==> config.mk <==
export PLATFORM = sky130hd
export DESIGN_NAME = wshb_arbiter_flat
export DESIGN_NICKNAME = d
export VERILOG_FILES = /design/src/rtl/wshb_arb_pkg.sv /design/src/rtl/wshb_if.sv /design/src/rtl/arb_ack_counter.sv /design/src/rtl/wshb_arbiter.sv /design/src/flat_wrapper.sv
export SDC_FILE = /design/constraint.sdc
export NUM_CORES = 1
export LEC_CHECK = 0
export CORE_AREA = 2 2 144 146
export DETAILED_ROUTE_END_ITERATION = 10
export DIE_AREA = 0 0 146 148
export PLACE_DENSITY = 0.61
export SLEW_MARGIN = 20
export SYNTH_ARGS = -nofsm -noshare
export SYNTH_HDL_FRONTEND = slang
export SYNTH_SLANG_ARGS = --single-unit
==> constraint.sdc <==
create_clock -name sys_clk -period 2.1 [get_ports sys_clk]
set_clock_uncertainty 0.2 [all_clocks]
set_input_delay 0.42 -clock sys_clk [delete_from_list [all_inputs] [get_ports sys_clk]]
set_output_delay 0.42 -clock sys_clk [all_outputs]
set_load 0.01 [all_outputs]
==> src/rtl/wshb_arb_pkg.sv <==
// Shared types for the two-master SDRAM Wishbone arbiter.
// Holds the grant state encoding, the priority-mode encodings and the pick rule.
package wshb_arb_pkg;

    typedef enum logic [1:0] {IDLE, GNT0, GNT1} arb_state_t;

    localparam int PRIO_RR     = 0;
    localparam int PRIO_FIXED0 = 1;

    // On a tie, fixed mode always favours master 0; round-robin favours whoever was not served last.
    function automatic arb_state_t arb_pick(
        input logic req0,
        input logic req1,
        input logic last,
        input logic fixed0
    );
        arb_state_t pick;
        if (req0 && req1) begin
            pick = (fixed0 || last) ? GNT0 : GNT1;
        end else if (req0) begin
            pick = GNT0;
        end else if (req1) begin
            pick = GNT1;
        end else begin
            pick = IDLE;
        end
        return pick;
    endfunction

endpackage

==> src/rtl/wshb_if.sv <==
// Classic Wishbone bus bundle: request fields from the master, response fields from the slave.
// No storage; latency and backpressure are defined by whoever drives it.
interface wshb_if #(
    parameter int DATA_BYTES = 4
);
    logic                    cyc;
    logic                    stb;
    logic                    we;
    logic [31:0]             adr;
    logic [8*DATA_BYTES-1:0] dat_ms;
    logic [8*DATA_BYTES-1:0] dat_sm;
    logic [DATA_BYTES-1:0]   sel;
    logic [2:0]              cti;
    logic [1:0]              bte;
    logic                    ack;
    logic                    err;
    logic                    rty;

    modport master (
        output cyc, stb, we, adr, dat_ms, sel, cti, bte,
        input  dat_sm, ack, err, rty
    );

    modport slave (
        input  cyc, stb, we, adr, dat_ms, sel, cti, bte,
        output dat_sm, ack, err, rty
    );
endinterface

==> src/rtl/arb_ack_counter.sv <==
// Free-running acknowledge counter: +1 on each cycle inc is high, wraps at 2^CNT_W.
// Count is visible one cycle after the enabling cycle; never stalls anything.
module arb_ack_counter #(
    parameter int CNT_W = 16
) (
    input  logic             sys_clk,
    input  logic             sys_rst,
    input  logic             inc,
    output logic [CNT_W-1:0] cnt
);
    logic [CNT_W-1:0] cnt_q;
    logic [CNT_W-1:0] cnt_d;

    always_comb begin
        cnt_d = cnt_q;
        if (inc) begin
            cnt_d = cnt_q + CNT_W'(1);
        end
    end

    always_ff @(posedge sys_clk or posedge sys_rst) begin
        if (sys_rst) begin
            cnt_q <= '0;
        end else begin
            cnt_q <= cnt_d;
        end
    end

    assign cnt = cnt_q;

endmodule

==> src/rtl/wshb_arbiter.sv <==
// Shares the SDRAM Wishbone slave between the video reader (m0) and the writer (m1); 1-cycle registered grant.
// Request/response muxing is combinational off the grant; the loser sees no ack/err/rty and simply stalls.
module wshb_arbiter
    import wshb_arb_pkg::*;
#(
    parameter int PRIO_MODE = PRIO_RR,
    parameter int CNT_W     = 16
) (
    input  logic             sys_clk,
    input  logic             sys_rst,
    wshb_if.slave            wshb_ifs0,
    wshb_if.slave            wshb_ifs1,
    wshb_if.master           wshb_ifm,
    output logic [1:0]       grant,
    output logic [CNT_W-1:0] ack_cnt0,
    output logic [CNT_W-1:0] ack_cnt1
);
    localparam logic FIXED0 = (PRIO_MODE == PRIO_FIXED0);

    arb_state_t state_q;
    arb_state_t state_d;
    logic       last_q;
    logic       last_d;
    logic       req0;
    logic       req1;
    logic       gnt0;
    logic       gnt1;
    logic       ack0;
    logic       ack1;

    assign req0 = wshb_ifs0.cyc;
    assign req1 = wshb_ifs1.cyc;

    // The owner keeps the bus for its whole cycle; on release its own dropped cyc is already out of the vote.
    always_comb begin
        state_d = state_q;
        unique case (state_q)
            GNT0: if (!req0) state_d = arb_pick(1'b0, req1, last_q, FIXED0);
            GNT1: if (!req1) state_d = arb_pick(req0, 1'b0, last_q, FIXED0);
            default: state_d = arb_pick(req0, req1, last_q, FIXED0);
        endcase
    end

    always_comb begin
        last_d = last_q;
        if (state_d == GNT0 && state_q != GNT0) begin
            last_d = 1'b0;
        end
        if (state_d == GNT1 && state_q != GNT1) begin
            last_d = 1'b1;
        end
    end

    // last resets to 1 so master 0 takes the first round-robin tie.
    always_ff @(posedge sys_clk or posedge sys_rst) begin
        if (sys_rst) begin
            state_q <= IDLE;
            last_q  <= 1'b1;
        end else begin
            state_q <= state_d;
            last_q  <= last_d;
        end
    end

    assign gnt0  = (state_q == GNT0);
    assign gnt1  = (state_q == GNT1);
    assign grant = {gnt1, gnt0};

    always_comb begin
        wshb_ifm.cyc    = 1'b0;
        wshb_ifm.stb    = 1'b0;
        wshb_ifm.we     = 1'b0;
        wshb_ifm.adr    = '0;
        wshb_ifm.dat_ms = '0;
        wshb_ifm.sel    = '0;
        wshb_ifm.cti    = '0;
        wshb_ifm.bte    = '0;
        if (gnt0) begin
            wshb_ifm.cyc    = wshb_ifs0.cyc;
            wshb_ifm.stb    = wshb_ifs0.stb;
            wshb_ifm.we     = wshb_ifs0.we;
            wshb_ifm.adr    = wshb_ifs0.adr;
            wshb_ifm.dat_ms = wshb_ifs0.dat_ms;
            wshb_ifm.sel    = wshb_ifs0.sel;
            wshb_ifm.cti    = wshb_ifs0.cti;
            wshb_ifm.bte    = wshb_ifs0.bte;
        end else if (gnt1) begin
            wshb_ifm.cyc    = wshb_ifs1.cyc;
            wshb_ifm.stb    = wshb_ifs1.stb;
            wshb_ifm.we     = wshb_ifs1.we;
            wshb_ifm.adr    = wshb_ifs1.adr;
            wshb_ifm.dat_ms = wshb_ifs1.dat_ms;
            wshb_ifm.sel    = wshb_ifs1.sel;
            wshb_ifm.cti    = wshb_ifs1.cti;
            wshb_ifm.bte    = wshb_ifs1.bte;
        end
    end

    // A response landing as the owner drops cyc belongs to no cycle, so it is neither forwarded nor counted.
    assign ack0 = gnt0 & req0 & wshb_ifm.ack;
    assign ack1 = gnt1 & req1 & wshb_ifm.ack;

    assign wshb_ifs0.dat_sm = wshb_ifm.dat_sm;
    assign wshb_ifs1.dat_sm = wshb_ifm.dat_sm;
    assign wshb_ifs0.ack    = ack0;
    assign wshb_ifs1.ack    = ack1;
    assign wshb_ifs0.err    = gnt0 & req0 & wshb_ifm.err;
    assign wshb_ifs1.err    = gnt1 & req1 & wshb_ifm.err;
    assign wshb_ifs0.rty    = gnt0 & req0 & wshb_ifm.rty;
    assign wshb_ifs1.rty    = gnt1 & req1 & wshb_ifm.rty;

    arb_ack_counter #(.CNT_W(CNT_W)) u_cnt0 (
        .sys_clk (sys_clk),
        .sys_rst (sys_rst),
        .inc     (ack0),
        .cnt     (ack_cnt0)
    );

    arb_ack_counter #(.CNT_W(CNT_W)) u_cnt1 (
        .sys_clk (sys_clk),
        .sys_rst (sys_rst),
        .inc     (ack1),
        .cnt     (ack_cnt1)
    );

endmodule

==> src/flat_wrapper.sv <==
// flat-port wrapper written by rule: the top's interface ports become plain ports
module wshb_arbiter_flat import wshb_arb_pkg::*;
#(
    parameter int PRIO_MODE = PRIO_RR,
    parameter int CNT_W     = 16
)
  (sys_clk, sys_rst, grant, ack_cnt0, ack_cnt1, wshb_ifs0_cyc, wshb_ifs0_stb, wshb_ifs0_we, wshb_ifs0_adr, wshb_ifs0_dat_ms, wshb_ifs0_sel, wshb_ifs0_cti, wshb_ifs0_bte, wshb_ifs0_dat_sm, wshb_ifs0_ack, wshb_ifs0_err, wshb_ifs0_rty, wshb_ifs1_cyc, wshb_ifs1_stb, wshb_ifs1_we, wshb_ifs1_adr, wshb_ifs1_dat_ms, wshb_ifs1_sel, wshb_ifs1_cti, wshb_ifs1_bte, wshb_ifs1_dat_sm, wshb_ifs1_ack, wshb_ifs1_err, wshb_ifs1_rty, wshb_ifm_cyc, wshb_ifm_stb, wshb_ifm_we, wshb_ifm_adr, wshb_ifm_dat_ms, wshb_ifm_sel, wshb_ifm_cti, wshb_ifm_bte, wshb_ifm_dat_sm, wshb_ifm_ack, wshb_ifm_err, wshb_ifm_rty);
  wshb_if #(.DATA_BYTES(4)) wshb_ifs0_i ();
  wshb_if #(.DATA_BYTES(4)) wshb_ifs1_i ();
  wshb_if #(.DATA_BYTES(4)) wshb_ifm_i ();
  input  logic sys_clk;
  input  logic sys_rst;
  output logic [1:0] grant;
  output logic [CNT_W-1:0] ack_cnt0;
  output logic [CNT_W-1:0] ack_cnt1;
  input wire logic [$bits(wshb_ifs0_i.cyc)-1:0] wshb_ifs0_cyc;
  input wire logic [$bits(wshb_ifs0_i.stb)-1:0] wshb_ifs0_stb;
  input wire logic [$bits(wshb_ifs0_i.we)-1:0] wshb_ifs0_we;
  input wire logic [$bits(wshb_ifs0_i.adr)-1:0] wshb_ifs0_adr;
  input wire logic [$bits(wshb_ifs0_i.dat_ms)-1:0] wshb_ifs0_dat_ms;
  input wire logic [$bits(wshb_ifs0_i.sel)-1:0] wshb_ifs0_sel;
  input wire logic [$bits(wshb_ifs0_i.cti)-1:0] wshb_ifs0_cti;
  input wire logic [$bits(wshb_ifs0_i.bte)-1:0] wshb_ifs0_bte;
  output wire logic [$bits(wshb_ifs0_i.dat_sm)-1:0] wshb_ifs0_dat_sm;
  output wire logic [$bits(wshb_ifs0_i.ack)-1:0] wshb_ifs0_ack;
  output wire logic [$bits(wshb_ifs0_i.err)-1:0] wshb_ifs0_err;
  output wire logic [$bits(wshb_ifs0_i.rty)-1:0] wshb_ifs0_rty;
  input wire logic [$bits(wshb_ifs1_i.cyc)-1:0] wshb_ifs1_cyc;
  input wire logic [$bits(wshb_ifs1_i.stb)-1:0] wshb_ifs1_stb;
  input wire logic [$bits(wshb_ifs1_i.we)-1:0] wshb_ifs1_we;
  input wire logic [$bits(wshb_ifs1_i.adr)-1:0] wshb_ifs1_adr;
  input wire logic [$bits(wshb_ifs1_i.dat_ms)-1:0] wshb_ifs1_dat_ms;
  input wire logic [$bits(wshb_ifs1_i.sel)-1:0] wshb_ifs1_sel;
  input wire logic [$bits(wshb_ifs1_i.cti)-1:0] wshb_ifs1_cti;
  input wire logic [$bits(wshb_ifs1_i.bte)-1:0] wshb_ifs1_bte;
  output wire logic [$bits(wshb_ifs1_i.dat_sm)-1:0] wshb_ifs1_dat_sm;
  output wire logic [$bits(wshb_ifs1_i.ack)-1:0] wshb_ifs1_ack;
  output wire logic [$bits(wshb_ifs1_i.err)-1:0] wshb_ifs1_err;
  output wire logic [$bits(wshb_ifs1_i.rty)-1:0] wshb_ifs1_rty;
  output wire logic [$bits(wshb_ifm_i.cyc)-1:0] wshb_ifm_cyc;
  output wire logic [$bits(wshb_ifm_i.stb)-1:0] wshb_ifm_stb;
  output wire logic [$bits(wshb_ifm_i.we)-1:0] wshb_ifm_we;
  output wire logic [$bits(wshb_ifm_i.adr)-1:0] wshb_ifm_adr;
  output wire logic [$bits(wshb_ifm_i.dat_ms)-1:0] wshb_ifm_dat_ms;
  output wire logic [$bits(wshb_ifm_i.sel)-1:0] wshb_ifm_sel;
  output wire logic [$bits(wshb_ifm_i.cti)-1:0] wshb_ifm_cti;
  output wire logic [$bits(wshb_ifm_i.bte)-1:0] wshb_ifm_bte;
  input wire logic [$bits(wshb_ifm_i.dat_sm)-1:0] wshb_ifm_dat_sm;
  input wire logic [$bits(wshb_ifm_i.ack)-1:0] wshb_ifm_ack;
  input wire logic [$bits(wshb_ifm_i.err)-1:0] wshb_ifm_err;
  input wire logic [$bits(wshb_ifm_i.rty)-1:0] wshb_ifm_rty;
  assign wshb_ifs0_i.cyc = wshb_ifs0_cyc;
  assign wshb_ifs0_i.stb = wshb_ifs0_stb;
  assign wshb_ifs0_i.we = wshb_ifs0_we;
  assign wshb_ifs0_i.adr = wshb_ifs0_adr;
  assign wshb_ifs0_i.dat_ms = wshb_ifs0_dat_ms;
  assign wshb_ifs0_i.sel = wshb_ifs0_sel;
  assign wshb_ifs0_i.cti = wshb_ifs0_cti;
  assign wshb_ifs0_i.bte = wshb_ifs0_bte;
  assign wshb_ifs0_dat_sm = wshb_ifs0_i.dat_sm;
  assign wshb_ifs0_ack = wshb_ifs0_i.ack;
  assign wshb_ifs0_err = wshb_ifs0_i.err;
  assign wshb_ifs0_rty = wshb_ifs0_i.rty;
  assign wshb_ifs1_i.cyc = wshb_ifs1_cyc;
  assign wshb_ifs1_i.stb = wshb_ifs1_stb;
  assign wshb_ifs1_i.we = wshb_ifs1_we;
  assign wshb_ifs1_i.adr = wshb_ifs1_adr;
  assign wshb_ifs1_i.dat_ms = wshb_ifs1_dat_ms;
  assign wshb_ifs1_i.sel = wshb_ifs1_sel;
  assign wshb_ifs1_i.cti = wshb_ifs1_cti;
  assign wshb_ifs1_i.bte = wshb_ifs1_bte;
  assign wshb_ifs1_dat_sm = wshb_ifs1_i.dat_sm;
  assign wshb_ifs1_ack = wshb_ifs1_i.ack;
  assign wshb_ifs1_err = wshb_ifs1_i.err;
  assign wshb_ifs1_rty = wshb_ifs1_i.rty;
  assign wshb_ifm_cyc = wshb_ifm_i.cyc;
  assign wshb_ifm_stb = wshb_ifm_i.stb;
  assign wshb_ifm_we = wshb_ifm_i.we;
  assign wshb_ifm_adr = wshb_ifm_i.adr;
  assign wshb_ifm_dat_ms = wshb_ifm_i.dat_ms;
  assign wshb_ifm_sel = wshb_ifm_i.sel;
  assign wshb_ifm_cti = wshb_ifm_i.cti;
  assign wshb_ifm_bte = wshb_ifm_i.bte;
  assign wshb_ifm_i.dat_sm = wshb_ifm_dat_sm;
  assign wshb_ifm_i.ack = wshb_ifm_ack;
  assign wshb_ifm_i.err = wshb_ifm_err;
  assign wshb_ifm_i.rty = wshb_ifm_rty;
  wshb_arbiter #(.PRIO_MODE(PRIO_MODE), .CNT_W(CNT_W)) u_core (.sys_clk(sys_clk), .sys_rst(sys_rst), .wshb_ifs0(wshb_ifs0_i), .wshb_ifs1(wshb_ifs1_i), .wshb_ifm(wshb_ifm_i), .grant(grant), .ack_cnt0(ack_cnt0), .ack_cnt1(ack_cnt1));
endmodule
Yosys cells after proc, flatten, opt, wreduce, memory -nomap -nowiden
Index checks and enable logic that the tools add are counted.
- register bits: 35
- input bits: 189
- output and inout port bits: 180
- word-level logic and storage cells: 50
- add/subtract/negate cells: 2
- equal/unequal tests: 6
- mux-type cells: 26
- bitwise operators: 8
- reductions and logical operators: 4
- operators with widths (kind ; number):
    $mux W32 ; 4
    $add A16 B1 Y16 const B ; 2
    $mux W2 ; 8
    $mux W1 ; 9
    $and A1 B1 Y1 ; 8
    $mux W4 ; 2
    $mux W3 ; 2
    $eq A2 B1 Y1 const B ; 2
    $eq A2 B2 Y1 const B ; 2
    $pmux W2 S2 ; 1
    $logic_and A1 B1 Y1 ; 3
    $ne A2 B1 Y1 const B ; 1
    $ne A2 B2 Y1 const B ; 1
    $reduce_bool A2 Y1 ; 1

Depth between registers and ports, before layout
- word-level depth: 8
- mapped depth: 8
- depth with buffers taken out: 6

Cells and area by module
Synthesis repeated with hierarchy kept, for this count alone.
- cell total of the unflattened synthesis: 313
- area, all modules: 2951.6 um^2
- by module, submodules not included (module ; times used ; cells an instance ; area each (um^2) ; sequential area each (um^2)):
    wshb_arbiter ; 1 ; 199 ; 1530.2 ; 76.3
    arb_ack_counter ; 2 ; 57 ; 710.7 ; 400.4

Worst setup path before layout
Ideal clock, no wire load.
- path kind: register to output
- from: register u_core.state_q[0]
- to: output port wshb_ifm_adr[10]
- arrival time: 1.501 ns
- required time: 1.480 ns
- path slack: -0.021 ns
- cell stages (with the launch flop): 7
- path buffers: 2
- path through: dfrtp_1 inv_1 ha_1 clkbuf_1 buf_2 nand2_1 o21ai_0
- word-level cells in the longest chain between the ends: 3
- elaborated cells between the ends (all ways): 4
- those cells by class: eq/ne: 2; mux: 2
- ends and longest elaborated chain (what ; RTL line ; text):
    start, declared ; wshb_arbiter.sv:20 ; arb_state_t state_q;
    start signal, assigned ; wshb_arbiter.sv:60 ; state_q <= state_d;
    $eq A2 B2 Y1 ; wshb_arbiter.sv:66 ; assign gnt1 = (state_q == GNT1);
    net u_core.gnt1 ; wshb_arbiter.sv:27 ; logic gnt1;
    $mux W32 ; wshb_arbiter.sv:87 ; end else if (gnt1) begin
    $mux W32 ; wshb_arbiter.sv:78 ; if (gnt0) begin
    end, declared ; flat_wrapper.sv:43 ; output wire logic [$bits(wshb_ifm_i.adr)-1:0] wshb_ifm_adr;
The timed path passes the listed nets, and every way through them passes these cells.

Final worst setup path
- from: register u_core.state_q[0]
- to: output port wshb_ifm_adr[24]
- word-level cells in the longest chain between the ends: 3
- elaborated cells between the ends (all ways): 4
- those cells by class: eq/ne: 2; mux: 2
- ends and longest elaborated chain (what ; RTL line):
    $eq A2 B2 Y1 ; wshb_arbiter.sv:66
    $mux W32 ; wshb_arbiter.sv:87
    $mux W32 * ; wshb_arbiter.sv:78
Mark *: on every way between the ends. The rest lies on a longest branch, timed or not.

==> impl_results.md <==
- Routed WL: 16200 µm
- Synthesized flop and latch total: 35
- Reg2Reg Launch Point: u_core.state_q[1]$_DFF_PP0_
- Post-route ant nets: 0
- Max Buffers Root-to-Sink: 2
- Total GRT Usage: 13.5%
- Clk slew on worst S/H paths: 60 ps
- Final setup viols: 82
- Worst skew pair latency: 270 ps
- CP startpoint: u_core.state_q[0]$_DFF_PP0_
- Syn_nets: 652
- Slew HR: 76.9%
- Reg2reg end: u_core.u_cnt0.cnt[9]$_DFFE_PP0P_
- Hold-fix buffers at CTS: 0
- Yosys synthesis warning count: 0
- Primary FF master, synth: dfrtp_1
- Startpoint types: flip-flop
- Wire per inst: 16.4 µm
- Area of the multi-input gates: 2240 µm²
- Crit path to: wshb_ifm_adr[24]
- Fin crit period: 2330 ps
- Async SR Flop Fraction: 100%
- Critical Path RT: 1480 ps
- Max cap viols: 0
- Detailed placement HPWL: 11500 µm
- Layout cells sized above 1: 41.4%
- Register area share after synthesis: 27.0%
- Final Cycle Share: 111%
- First drt pass iteration count: 4
- TritonCTS buffer count: 5
- Number of flops mapped to enable cells by yosys: 0
- Design Area, Final: 7200 µm²
- Worst EP arrival: 1710 ps
- Gr ovfl total: 0
- Final Hold Fails: 0
- Failing checks: negative setup slack
- Mean Syn Cell Area: 7.08 µm²
- VDD IR max: 0.465 mV
- Reg area: 878 µm²
- PnR worst setup slack: -229 ps
- NumNets Final: 910
- Vias per cell: 4.05
- CTS tree: built
- First DRT Iteration DRCs: 99
- Area of the mapped netlist: 3250 µm²
- Core ar.: 20000 µm²
- Lkg Pwr: 3.20 nW
- Starting Density: 16.2%
- Routed via count: 4004
- Fill count: 2111
- Row cnt: 52
- Pwr dens: 999 nW/µm²
- Num ports: 369
- R2R Setup Slk: -20 ps
- Root buf cell: clkbuf_16
- Initial antenna violation count: 0
- Crit Path Max Fanout: 7
- Final Max Slew Viols: 0
- Die area: 21600 µm²
- Die width: 146 µm
- Placement-stage cell area: 6090 µm²
- Port bufs: 272
- H-tree depth: 2
- Status: complete, but fails checks
- Vias in the first global route: 3994
- R2R depth: 8
- P&R area growth vs syn: 122%
- WS Path Type: reg2out
- First-pass GRT wire length: 23200 µm
- Least-Margin Pin Slew: 343 ps
- Ant diodes: 0
- Sinks on Clock Net: 35
- Finished Core Util: 35.9%
- Chip Height: 148 µm
- GP Congestion: 0.738
- DRC: 0
- Hold Crit Class: reg2reg
- Post-Syn Instances: 459
- Synth unique cells: 37
- Largest net degree at the start of global routing: 36
- Crit end category: primary output
- F_max: 0.429 GHz
- Unrepaired setup endpoints after global routing: true
flip-flops by register name (all words and copies together) (netlist names):
| name | count |
|---|---|
| u_core.u_cnt0.cnt | 16 |
| u_core.last_q | 1 |
| u_core.u_cnt1.cnt | 16 |
| u_core.state_q | 2 |
cells in the final DEF, fill, tap and decap left out, types with 8 or more instances in the layout:
master	Yosys	final
buf_6	0	25
buf_4	67	22
dfrtp_1	34	33
clkdlybuf4s50_1	0	188
buf_12	0	19
clkbuf_16	0	11
nand3_1	8	8
nand2_4	0	14
a22o_1	8	8
xor2_1	9	9
xnor2_1	20	20
nand2_2	0	32
buf_2	8	69
nand2_1	153	107
o21ai_1	1	9
o21ai_2	0	55
buf_16	0	11
cell type report:
| cell class | instances | area share (%) |
|---|---|---|
| Sequential cell | 35 | 12.2 |
| Clock buffer | 6 | 1.79 |
| Multi-Input combinational cell | 320 | 31.0 |
| Tap cell | 270 | 4.69 |
| Clock inverter | 2 | 0.174 |
| Inverter | 10 | 0.521 |
| Timing Repair Buffer | 345 | 49.6 |
cell usage after synthesis (all sizes together), types with 2 or more instances:
cell type	n	area share, %
nand2	153	18
buf	76	17
o21ai	71	11
dfrtp	34	26
xnor2	20	5.4
clkbuf	18	2.1
nand3	11	2.4
inv	10	1.2
xor2	9	2.4
a22o	8	2.2
and3	8	1.5
nand4	6	1.8
nor2	6	0.69
nor3	5	1.4
ha	4	1.5
nor4	3	1.0
a32o	2	0.62
and2	2	0.39
and4	2	0.54
mux2	2	0.69
or3	2	0.39
routing by layer:
| layer | share of wire (%) | up-vias | track usage [%] | wire length [µm] |
|---|---|---|---|---|
| li1 | - | 1956 | - | - |
| met1 | 44 | 1835 | 18.4 | 7120 |
| met2 | 48 | 205 | 22.1 | 7770 |
| met3 | 7.6 | 8 | 4.04 | 1230 |
| met4 | 0.51 | 0 | 1.26 | 82 |
| met5 | 0 | - | 0 | 0 |
logic make-up after synthesis:
kind of cell | share of synthesized area [%]
simple gates | 28.5
buf+inv | 20.1
compound gates | 14.4
flops | 27.0
xor+xnor | 7.82
fa+ha+maj | 1.54
mux | 0.693
power by group:
part / internal, mW / switching [mW]
sequential: 0.777 / 0.112
combinational: 3.03 / 2.55
clock: 0.438 / 0.283
total: 4.25 / 2.95
worst max-delay path: stages, from the launching register on:
cell and delay (ps):
dfrtp_1 400, buf_6 130, ha_4 190, buf_12 150, buf_12 150, clkbuf_16 160
o21ai_1 110, buf_2 150
how the worst min path moves through the flow:
stage / end / from / cells after the start / slack [ps]
finish: u_core.u_cnt0.cnt[15]$_DFFE_PP0P_ / u_core.u_cnt0.cnt[15]$_DFFE_PP0P_ / 1 / 260
global route: u_core.u_cnt0.cnt[15]$_DFFE_PP0P_ / u_core.u_cnt0.cnt[15]$_DFFE_PP0P_ / 1 / 280
detailed placement: u_core.u_cnt0.cnt[15]$_DFFE_PP0P_ / u_core.u_cnt0.cnt[15]$_DFFE_PP0P_ / 1 / 260
floorplan: u_core.last_q$_DFFE_PP1P_ / u_core.last_q$_DFFE_PP1P_ / 2 / 280
global placement: u_core.u_cnt0.cnt[15]$_DFFE_PP0P_ / u_core.u_cnt0.cnt[15]$_DFFE_PP0P_ / 1 / 260
CTS: u_core.u_cnt0.cnt[15]$_DFFE_PP0P_ / u_core.u_cnt0.cnt[15]$_DFFE_PP0P_ / 1 / 270
stage by stage:
step,setup WS (ps),TNS (ps),total power [mW],hold slack (ps),cells
2_1_floorplan,3.46,0,2.67,277,459
3_3_place_gp,-452,-20240,4.89,260,940
3_5_place_dp,-386,-21190,4.89,263,940
4_1_cts,-235,-14730,6.54,270,978
5_1_grt,-300,-20220,7.66,284,988
6_report,-229,-13970,7.20,260,988
timing repair:
item                       CTS  global route
pin swaps                   25            46
buffers inserted            19             4
gates resized for setup    445            92
setup endpoints to repair   90            94
cloned                      11             7
Note: power is estimated with default switching activity, not from simulation.
